### config.mk
export PLATFORM = sky130hd
export DESIGN_NAME = imem_boot_ctrl
export DESIGN_NICKNAME = d
export VERILOG_FILES = /design/src/rtl/imem_boot_ctrl.sv
export SDC_FILE = /design/constraint.sdc
export NUM_CORES = 1
export LEC_CHECK = 0
export CAP_MARGIN = 20
export CORE_MARGIN = 3
export CORE_UTILIZATION = 50
export DETAILED_ROUTE_END_ITERATION = 10
export PLACE_DENSITY_LB_ADDON = 0.1
export SLEW_MARGIN = 40
export SYNTH_ARGS = -nofsm -noshare
export SYNTH_HDL_FRONTEND = slang
export SYNTH_SLANG_ARGS = --single-unit
### constraint.sdc
create_clock -name clk -period 3.2 [get_ports clk]
set_input_delay 0.8 -clock clk [delete_from_list [all_inputs] [get_ports clk]]
set_output_delay 0.8 -clock clk [all_outputs]
set_load 0.01 [all_outputs]
### src/rtl/imem_boot_ctrl.sv
// Boot/load controller: serialises 32-bit program words into big-endian byte
// writes to instruction memory, stalls the core while loading, then hands the memory to fetch.
module imem_boot_ctrl #(
  parameter int BUS_WIDTH     = 32,
  parameter int WIDTH         = 8,
  parameter int DEPTH         = 1024,
  parameter int BOOT_ON_RESET = 1
) (
  input  logic                 clk,
  input  logic                 rst,
  input  logic                 boot_req,
  input  logic                 ld_valid,
  output logic                 ld_ready,
  input  logic [BUS_WIDTH-1:0] ld_data,
  input  logic                 ld_last,
  input  logic [BUS_WIDTH-1:0] fetch_addr,
  output logic [BUS_WIDTH-1:0] imem_addr,
  output logic                 mem_we,
  output logic [WIDTH-1:0]     mem_wdata,
  output logic                 cpu_stall,
  output logic                 pc_rst,
  output logic                 boot_done,
  output logic                 ld_err,
  output logic [BUS_WIDTH-1:0] word_cnt
);

  typedef enum logic [1:0] {
    ST_WAIT  = 2'd0,
    ST_WRITE = 2'd1,
    ST_DONE  = 2'd2,
    ST_RUN   = 2'd3
  } state_t;

  localparam logic [BUS_WIDTH:0] depth_c = (BUS_WIDTH+1)'(DEPTH);

  state_t                 state_r, state_s;
  logic [1:0]             bcnt_r;
  logic [BUS_WIDTH-1:0]   wbuf_r;
  logic [BUS_WIDTH-1:0]   base_r;
  logic [BUS_WIDTH-1:0]   word_cnt_r;
  logic                   last_r;
  logic                   skip_r;
  logic                   ld_err_r;
  logic                   boot_done_r;
  logic                   ovf_s;
  logic [WIDTH-1:0]       byte_s;

  // Computed one bit wider so a base near the top of the address space cannot wrap past the guard.
  assign ovf_s = ({1'b0, base_r} + {{(BUS_WIDTH-2){1'b0}}, 3'd4}) > depth_c;

  assign word_cnt  = word_cnt_r;
  assign ld_err    = ld_err_r;
  assign boot_done = boot_done_r;

  // State register.
  always_ff @(posedge clk) begin
    if (rst) begin
      state_r <= (BOOT_ON_RESET != 32'sd0) ? ST_WAIT : ST_RUN;
    end else begin
      state_r <= state_s;
    end
  end

  // Next-state decode and memory/core control outputs.
  always_comb begin
    state_s   = state_r;
    ld_ready  = 1'b0;
    cpu_stall = 1'b1;
    pc_rst    = 1'b1;
    mem_we    = 1'b0;
    mem_wdata = {WIDTH{1'b0}};
    imem_addr = base_r + {{(BUS_WIDTH-2){1'b0}}, bcnt_r};
    // Byte 0 of a word is its MSB so memory order matches the fetch-side concatenation.
    case (bcnt_r)
      2'd0:    byte_s = wbuf_r[BUS_WIDTH-1 -: WIDTH];
      2'd1:    byte_s = wbuf_r[BUS_WIDTH-1-WIDTH -: WIDTH];
      2'd2:    byte_s = wbuf_r[BUS_WIDTH-1-2*WIDTH -: WIDTH];
      default: byte_s = wbuf_r[BUS_WIDTH-1-3*WIDTH -: WIDTH];
    endcase
    case (state_r)
      ST_WAIT: begin
        ld_ready = 1'b1;
        if (ld_valid) state_s = ST_WRITE;
        else          state_s = ST_WAIT;
      end
      ST_WRITE: begin
        mem_we = ~skip_r;
        if (!skip_r) mem_wdata = byte_s;
        else         mem_wdata = {WIDTH{1'b0}};
        if (bcnt_r == 2'd3) begin
          if (last_r) state_s = ST_DONE;
          else        state_s = ST_WAIT;
        end else begin
          state_s = ST_WRITE;
        end
      end
      ST_DONE: begin
        state_s = ST_RUN;
      end
      ST_RUN: begin
        cpu_stall = 1'b0;
        pc_rst    = 1'b0;
        imem_addr = fetch_addr;
        if (boot_req) state_s = ST_WAIT;
        else          state_s = ST_RUN;
      end
      default: begin
        state_s = ST_WAIT;
      end
    endcase
  end

  // Load datapath: word latch, byte counter, base address, counters and flags.
  always_ff @(posedge clk) begin
    if (rst) begin
      bcnt_r      <= 2'd0;
      wbuf_r      <= {BUS_WIDTH{1'b0}};
      base_r      <= {BUS_WIDTH{1'b0}};
      word_cnt_r  <= {BUS_WIDTH{1'b0}};
      last_r      <= 1'b0;
      skip_r      <= 1'b0;
      ld_err_r    <= 1'b0;
      boot_done_r <= 1'b0;
    end else begin
      boot_done_r <= (state_r == ST_DONE);
      case (state_r)
        ST_WAIT: begin
          if (ld_valid) begin
            wbuf_r <= ld_data;
            last_r <= ld_last;
            skip_r <= ovf_s;
            bcnt_r <= 2'd0;
            if (ovf_s) ld_err_r <= 1'b1;
          end
        end
        ST_WRITE: begin
          bcnt_r <= bcnt_r + 2'd1;
          // A dropped (overflowing) word leaves base and word_cnt untouched.
          if ((bcnt_r == 2'd3) && !skip_r) begin
            base_r     <= base_r + {{(BUS_WIDTH-3){1'b0}}, 3'd4};
            word_cnt_r <= word_cnt_r + {{(BUS_WIDTH-1){1'b0}}, 1'b1};
          end
        end
        ST_RUN: begin
          if (boot_req) begin
            base_r     <= {BUS_WIDTH{1'b0}};
            word_cnt_r <= {BUS_WIDTH{1'b0}};
            ld_err_r   <= 1'b0;
            bcnt_r     <= 2'd0;
          end
        end
        default: begin
        end
      endcase
    end
  end

endmodule

# Yosys cells after proc, flatten, opt, wreduce, memory -nomap -nowiden
# Index checks and enable logic that the tools add are counted.
[classes] n_reduce_logical=11 n_mux=24 bitwise=1 n_addsub=5 eq_ne=10 order_cmp=1
[op_table] op="$mux W32" count=4
[op_table] op="$pmux W32 S2" count=2
[op_table] op="$add A32 B3 Y33 const B" count=1
[op_table] op="$gt A33 B11 Y1 const B" count=1
[op_table] op="$add A32 B1 Y32 const B" count=1
[op_table] op="$add A32 B2 Y32" count=1
[op_table] op="$add A32 B3 Y32 const B" count=1
[op_table] op="$pmux W8 S3" count=1
[op_table] op="$mux W8" count=2
[op_table] op="$mux W2" count=5
[op_table] op="$eq A2 B2 Y1 const B" count=4
[op_table] op="$ne A2 B2 Y1 const B" count=4
[op_table] op="$pmux W2 S4" count=1
[op_table] op="$mux W1" count=7
[op_table] op="$pmux W2 S3" count=1
[op_table] op="$reduce_and A3 Y1" count=2
[op_table] op="$eq A2 B1 Y1 const B" count=2
[op_table] op="$logic_not A2 Y1" count=2
[op_table] op="$reduce_and A4 Y1" count=1
[op_table] op="$reduce_bool A2 Y1" count=2
[op_table] op="$reduce_bool A3 Y1" count=1
[op_table] op="$add A2 B1 Y2 const B" count=1
[op_table] op="$pmux W1 S2" count=1
[op_table] op="$reduce_and A2 Y1" count=1
[op_table] op="other kinds (3)" count=3
[word_totals] wordCells=61 regBits=104

# Depth between registers and ports, before layout
[logic_depth] ltp_word=5 mapped_depth=12

# Least setup slack after synthesis
# OpenSTA, ideal clock, no wires.
[synth_timing] path_type="register to output" from="reg state_r[0]" to="out imem_addr[22]" stages_incl_launch_ff=5 setup_slack_ns=0.915 t_required_ns=2.400 arrival_time_ns=1.485 path_buffers=2 cell_sequence="dfxtp_1 clkbuf_1 nand2_1 buf_1 mux2_2"
[synth_between] elab_chain_cells=2
[synth_lines] item="start, declared" line_no="36" source="state_t state_r, state_s;"
[synth_lines] item="start signal, assigned" line_no="58" source="state_r <= (BOOT_ON_RESET != 32'sd0) ? ST_WAIT : ST_RUN;"
[synth_lines] item="start signal, assigned" line_no="60" source="state_r <= state_s;"
[synth_lines] item="$eq A2 B2 Y1" line_no="80" source="case (state_r)"
[synth_lines] item="$mux W32" line_no="80"
[synth_lines] item="end, declared" line_no="17" source="output logic [BUS_WIDTH-1:0] imem_addr,"
# No other way between the ends.

# Worst setup path in the final report
[layout_timing] from="reg bcnt_r[0]" to="out mem_wdata[4]"
[layout_between] elab_chain_cells=4 word_cells_on_any_way=6 cone_classes="2 x eq/ne; 3 x mux; 1 x reduce/logical"
[layout_lines] item="start, declared" line_no="37" source="logic [1:0] bcnt_r;"
[layout_lines] item="start signal, assigned" line_no="137" source="bcnt_r <= bcnt_r + 2'd1;"
[layout_lines] item="$eq A2 B2 Y1, or another cell as far along" line_no="74" source="case (bcnt_r)"
[layout_lines] item="$pmux W8 S3 *" line_no="74"
[layout_lines] item="$mux W8 *" line_no="88" source="if (!skip_r) mem_wdata = byte_s;"
[layout_lines] item="$mux W8 *" line_no="80"
[layout_lines] item="end, declared" line_no="19" source="output logic [WIDTH-1:0] mem_wdata,"
# Mark *: on every way between the ends. The rest lies on a longest branch, timed or not.

==> results.rst <==
.. list-table::
   :header-rows: 1

   * - Metric
     - Value
   * - P_sw
     - 0.672 mW
   * - Top-level I/O count
     - ~150
   * - Post-Syn Instances
     - around 730
   * - Cell depth of the worst min-delay path
     - 2
   * - Clock-pin slew of the registers on the worst-case setup and hold paths
     - 70 ps
   * - Switching Share
     - 24.7%
   * - Routability cong.
     - around 0.9
   * - Fraction of final layout cells with drive strength greater than 1
     - 11.2%
   * - Max-slew violation total from the final report
     - 0
   * - WS Path Type
     - flip-flop to output pin
   * - R2r startpoint
     - base_r[13]$_SDFFE_PP0P_
   * - # diodes
     - 0
   * - Total power density per cell area
     - 361 mW/mm^2
   * - Most used cells in the layout excluding fill and tap cells
     - 145 x sky130_fd_sc_hd__clkdlybuf4s50_1, 107 x sky130_fd_sc_hd__nand2_1, 99 x sky130_fd_sc_hd__dfxtp_1, 80 x sky130_fd_sc_hd__a21oi_1, 74 x sky130_fd_sc_hd__nor2_1
   * - Startpoint of the most critical setup path
     - bcnt_r[0]$_SDFFE_PP0P_
   * - Maximum buffer depth of the clock tree
     - 2
   * - Final setup viols
     - 0
   * - Result of the run
     - finished clean
   * - Number of warnings printed during yosys synthesis
     - 0
   * - Final HPWL DP
     - 11.1 mm
   * - Proportion of power drawn by flip-flops and latches
     - 48.3%
   * - Core area
     - approximately 0.011 mm^2
   * - Number of vias per cell
     - approximately 6
   * - Leakage power
     - 2.73 nW
   * - CTS tree
     - yes
   * - Reported max-cap violation count
     - 0
   * - Drt pass-1 iters
     - 7
   * - Maximum vdd ir drop
     - 0.422 mV
   * - Number of buffers added to fix hold violations after cts
     - 0
   * - Max Fanout on Critical Path
     - 8
   * - Unrepaired setup endpoints after global routing
     - false
   * - WP data required
     - approximately 2400 ps
   * - Average wire per cell in the routed design
     - 16.2 um
   * - Reg2Reg Depth
     - 7
   * - Distinct cell type count of the synthesized netlist
     - 63
   * - Hold crit path type
     - flip-flop to flip-flop
   * - Share of synthesized flip-flops with an asynchronous set or reset
     - 0%
   * - Count of buffers inserted at the top-level ports
     - 146
   * - Drt drc
     - 0
   * - Internal portion of total power
     - 2.05 mW
   * - Net count of the finished layout
     - approximately 910
   * - Post-synthesis net count
     - 807
   * - Number of clock sinks
     - between 100 and 150
   * - Worst hold path startpoint
     - wbuf_r[8]$_SDFFE_PP0P_
   * - Data arrival time of the critical path
     - 2240 ps
   * - Crit end category
     - output pin
   * - Via count of the first global-routing pass
     - 5487
   * - Fraction of synthesized cell area taken by the top area cell type
     - a little over a third
   * - Total Routing Usage GR
     - 24.5%
   * - Starting Density
     - 52.1%
   * - X dimension of the die
     - 113 um
   * - Total via count after detailed routing
     - approximately 5900
   * - Filler cell count
     - 948
   * - Clock latency at the later pin of the worst-skew pair
     - 360 ps
   * - Largest net degree at the start of global routing
     - 72
   * - Largest cells by area after synthesis
     - sky130_fd_sc_hd__dfxtp_1 35%, sky130_fd_sc_hd__nand2_1 7.0%, sky130_fd_sc_hd__a21oi_1 6.9%
   * - Final critical delay including setup and external delays
     - 3040 ps
   * - Largest clock skew in the final design
     - 6.09 ps
   * - Post-synthesis cell type with the largest combined area
     - sky130_fd_sc_hd__dfxtp_1
   * - Startpoint type of the worst setup path
     - flip-flop
   * - Share of the clock period used by the worst path after layout
     - a little over nine tenths
   * - Die height
     - 113 um
   * - Total clock buffers created by CTS
     - 9
   * - Commonest non-fill, non-tap cell in the layout
     - sky130_fd_sc_hd__clkdlybuf4s50_1
   * - Root buffer cell
     - sky130_fd_sc_hd__clkbuf_16
   * - Count of flip-flops with a built-in enable after synthesis
     - 0
   * - Relative contribution of combinational cells to total power
     - 8.0%
   * - Floorplan die area
     - 0.0129 mm^2
   * - Seq cells post-synth
     - 102
   * - Initial antenna violation count
     - 0
   * - Global-route wire length before repair
     - 26.2 mm
   * - F_max
     - ~0.33 GHz
   * - Relative slew margins
     - 49.8%
   * - Final Routed Wirelength
     - 15.9 mm
   * - Setup TNS
     - 0 ps
   * - Area overhead of the layout relative to synthesis
     - 30.8%
   * - Number of nets with antenna violations after routing
     - 0
   * - Placement Rows
     - 38
   * - Area of the mapped netlist
     - 0.00577 mm^2
   * - Sequential-to-total area share from yosys stat
     - 35.4%
   * - Remaining global-route overflow
     - 0
   * - Number of H-tree levels
     - 3
   * - Setup bufs post-CTS
     - 0
   * - Final hold violations
     - 0
   * - Overall power
     - roughly 2.7 mW
   * - Share of power burned in the clock network
     - a little over two fifths
   * - Transition at the pin with the smallest max-transition slack
     - 752 ps
   * - Synth Area per Inst
     - slightly below 8 um^2
   * - Top flip-flop cell by instance count after synthesis
     - sky130_fd_sc_hd__dfxtp_1
   * - Starting DRC count in detailed routing
     - 598
[routing by layer]
metal / track usage (%) / part of all wire (%)
met5: 0 / 0
met4: 8.17 / 2.0
met3: 6.63 / 8.4
met2: 38.7 / 46
met1: 32.7 / 43
[critical path: stages (launching register included)]
cell                              delay [ps]
sky130_fd_sc_hd__dfxtp_2                 380
sky130_fd_sc_hd__inv_1                    70
sky130_fd_sc_hd__ha_2                    240
sky130_fd_sc_hd__a222oi_1                440
sky130_fd_sc_hd__nor2_1                   70
sky130_fd_sc_hd__a21oi_1                 140
sky130_fd_sc_hd__nor2_1                   50
sky130_fd_sc_hd__clkdlybuf4s50_1         490
[power groups by stage]
stage,clock (mW),combinational (mW),sequential (mW)
after global routing,1.25,0.242,1.32
final,1.19,0.219,1.32
after detailed placement,0,0.217,1.35
after global placement,0,0.212,1.35
after CTS,1.20,0.219,1.32
after floorplan,0,0.101,1.34
[synthesized netlist by cell type (all sizes together) (2+ instances only)]
cell / instances
o211a: 2
dfxtp: 102
or4: 4
nor2: 74
a222oi: 8
mux2i: 2
nor4: 13
a22oi: 5
xor2: 20
a31o: 3
nand2: 107
a311o: 4
and4: 7
mux2: 33
a211o: 2
inv: 4
a21oi: 80
a31oi: 4
o211ai: 2
o21ai: 33
clkbuf: 35
ha: 7
or2: 2
a221oi: 2
nor3b: 3
xnor2: 9
and3: 15
nor3: 15
or3: 10
and2: 13
nand3: 32
a311oi: 11
nand4: 25
buf: 31
a211oi: 2
[cell type report]
class / instances / area (um^2) / share of cell area [%]
flip-flops and latches: 102 / 2050 / 27.1
clock inverters: 7 / 97.6 / 1.29
repair buffers: 161 / 1570 / 20.8
inverters: 4 / 15.0 / 0.199
well taps: 140 / 175 / 2.32
multi-input cells: 559 / 3420 / 45.3
clock buffers: 9 / 225 / 2.98
[sequential cells by signal, indices dropped and copies added, names as in the netlist]
register	count
boot_done	1
state_r	2
skip_r	1
last_r	1
word_cnt	32
base_r	30
bcnt_r	2
wbuf_r	32
ld_err	1
[path summary, 6_finish.rpt]
check | end | slack, ps
setup reg to reg | skip_r$_SDFFE_PP0P_ | 440
setup / recovery | mem_wdata[4] | 160
hold / removal | wbuf_r[8]$_SDFFE_PP0P_ | 460
hold reg to reg | wbuf_r[8]$_SDFFE_PP0P_ | 460
[kinds of logic (layout without fill, tap and decap cells)]
kind of cell               after synthesis  after routing  synth area share (%)
and+or+nand+nor                        324            324                  28.9
muxes                                   35             35                  6.78
AOI/OAI and AO/OA                      164            164                  17.6
DFF                                    102            102                  35.4
adders and majority gates                7              7                  1.52
buffers and inverters                   70            181                  5.44
xor gates and xnor gates                29             29                  4.40
[through the flow]
step	hold slack, ps	std cells	instance area, um^2	utilization (%)	setup slack [ps]
after floorplan	436	731	5770	-	915
after CTS	462	982	7540	68.1	2.42
after global placement	442	966	7220	65.2	389
final	464	982	7550	68.2	159
after global routing	484	982	7550	68.2	38.2
after detailed placement	452	966	7220	65.2	364
[what timing repair did]
action / in CTS / in global routing
resized for setup: 0 / 6
endpoints found under the hold margin: 0 / 0
endpoints found under the setup margin: 0 / 9
No activity file was read; power rests on OpenSTA's default activity.
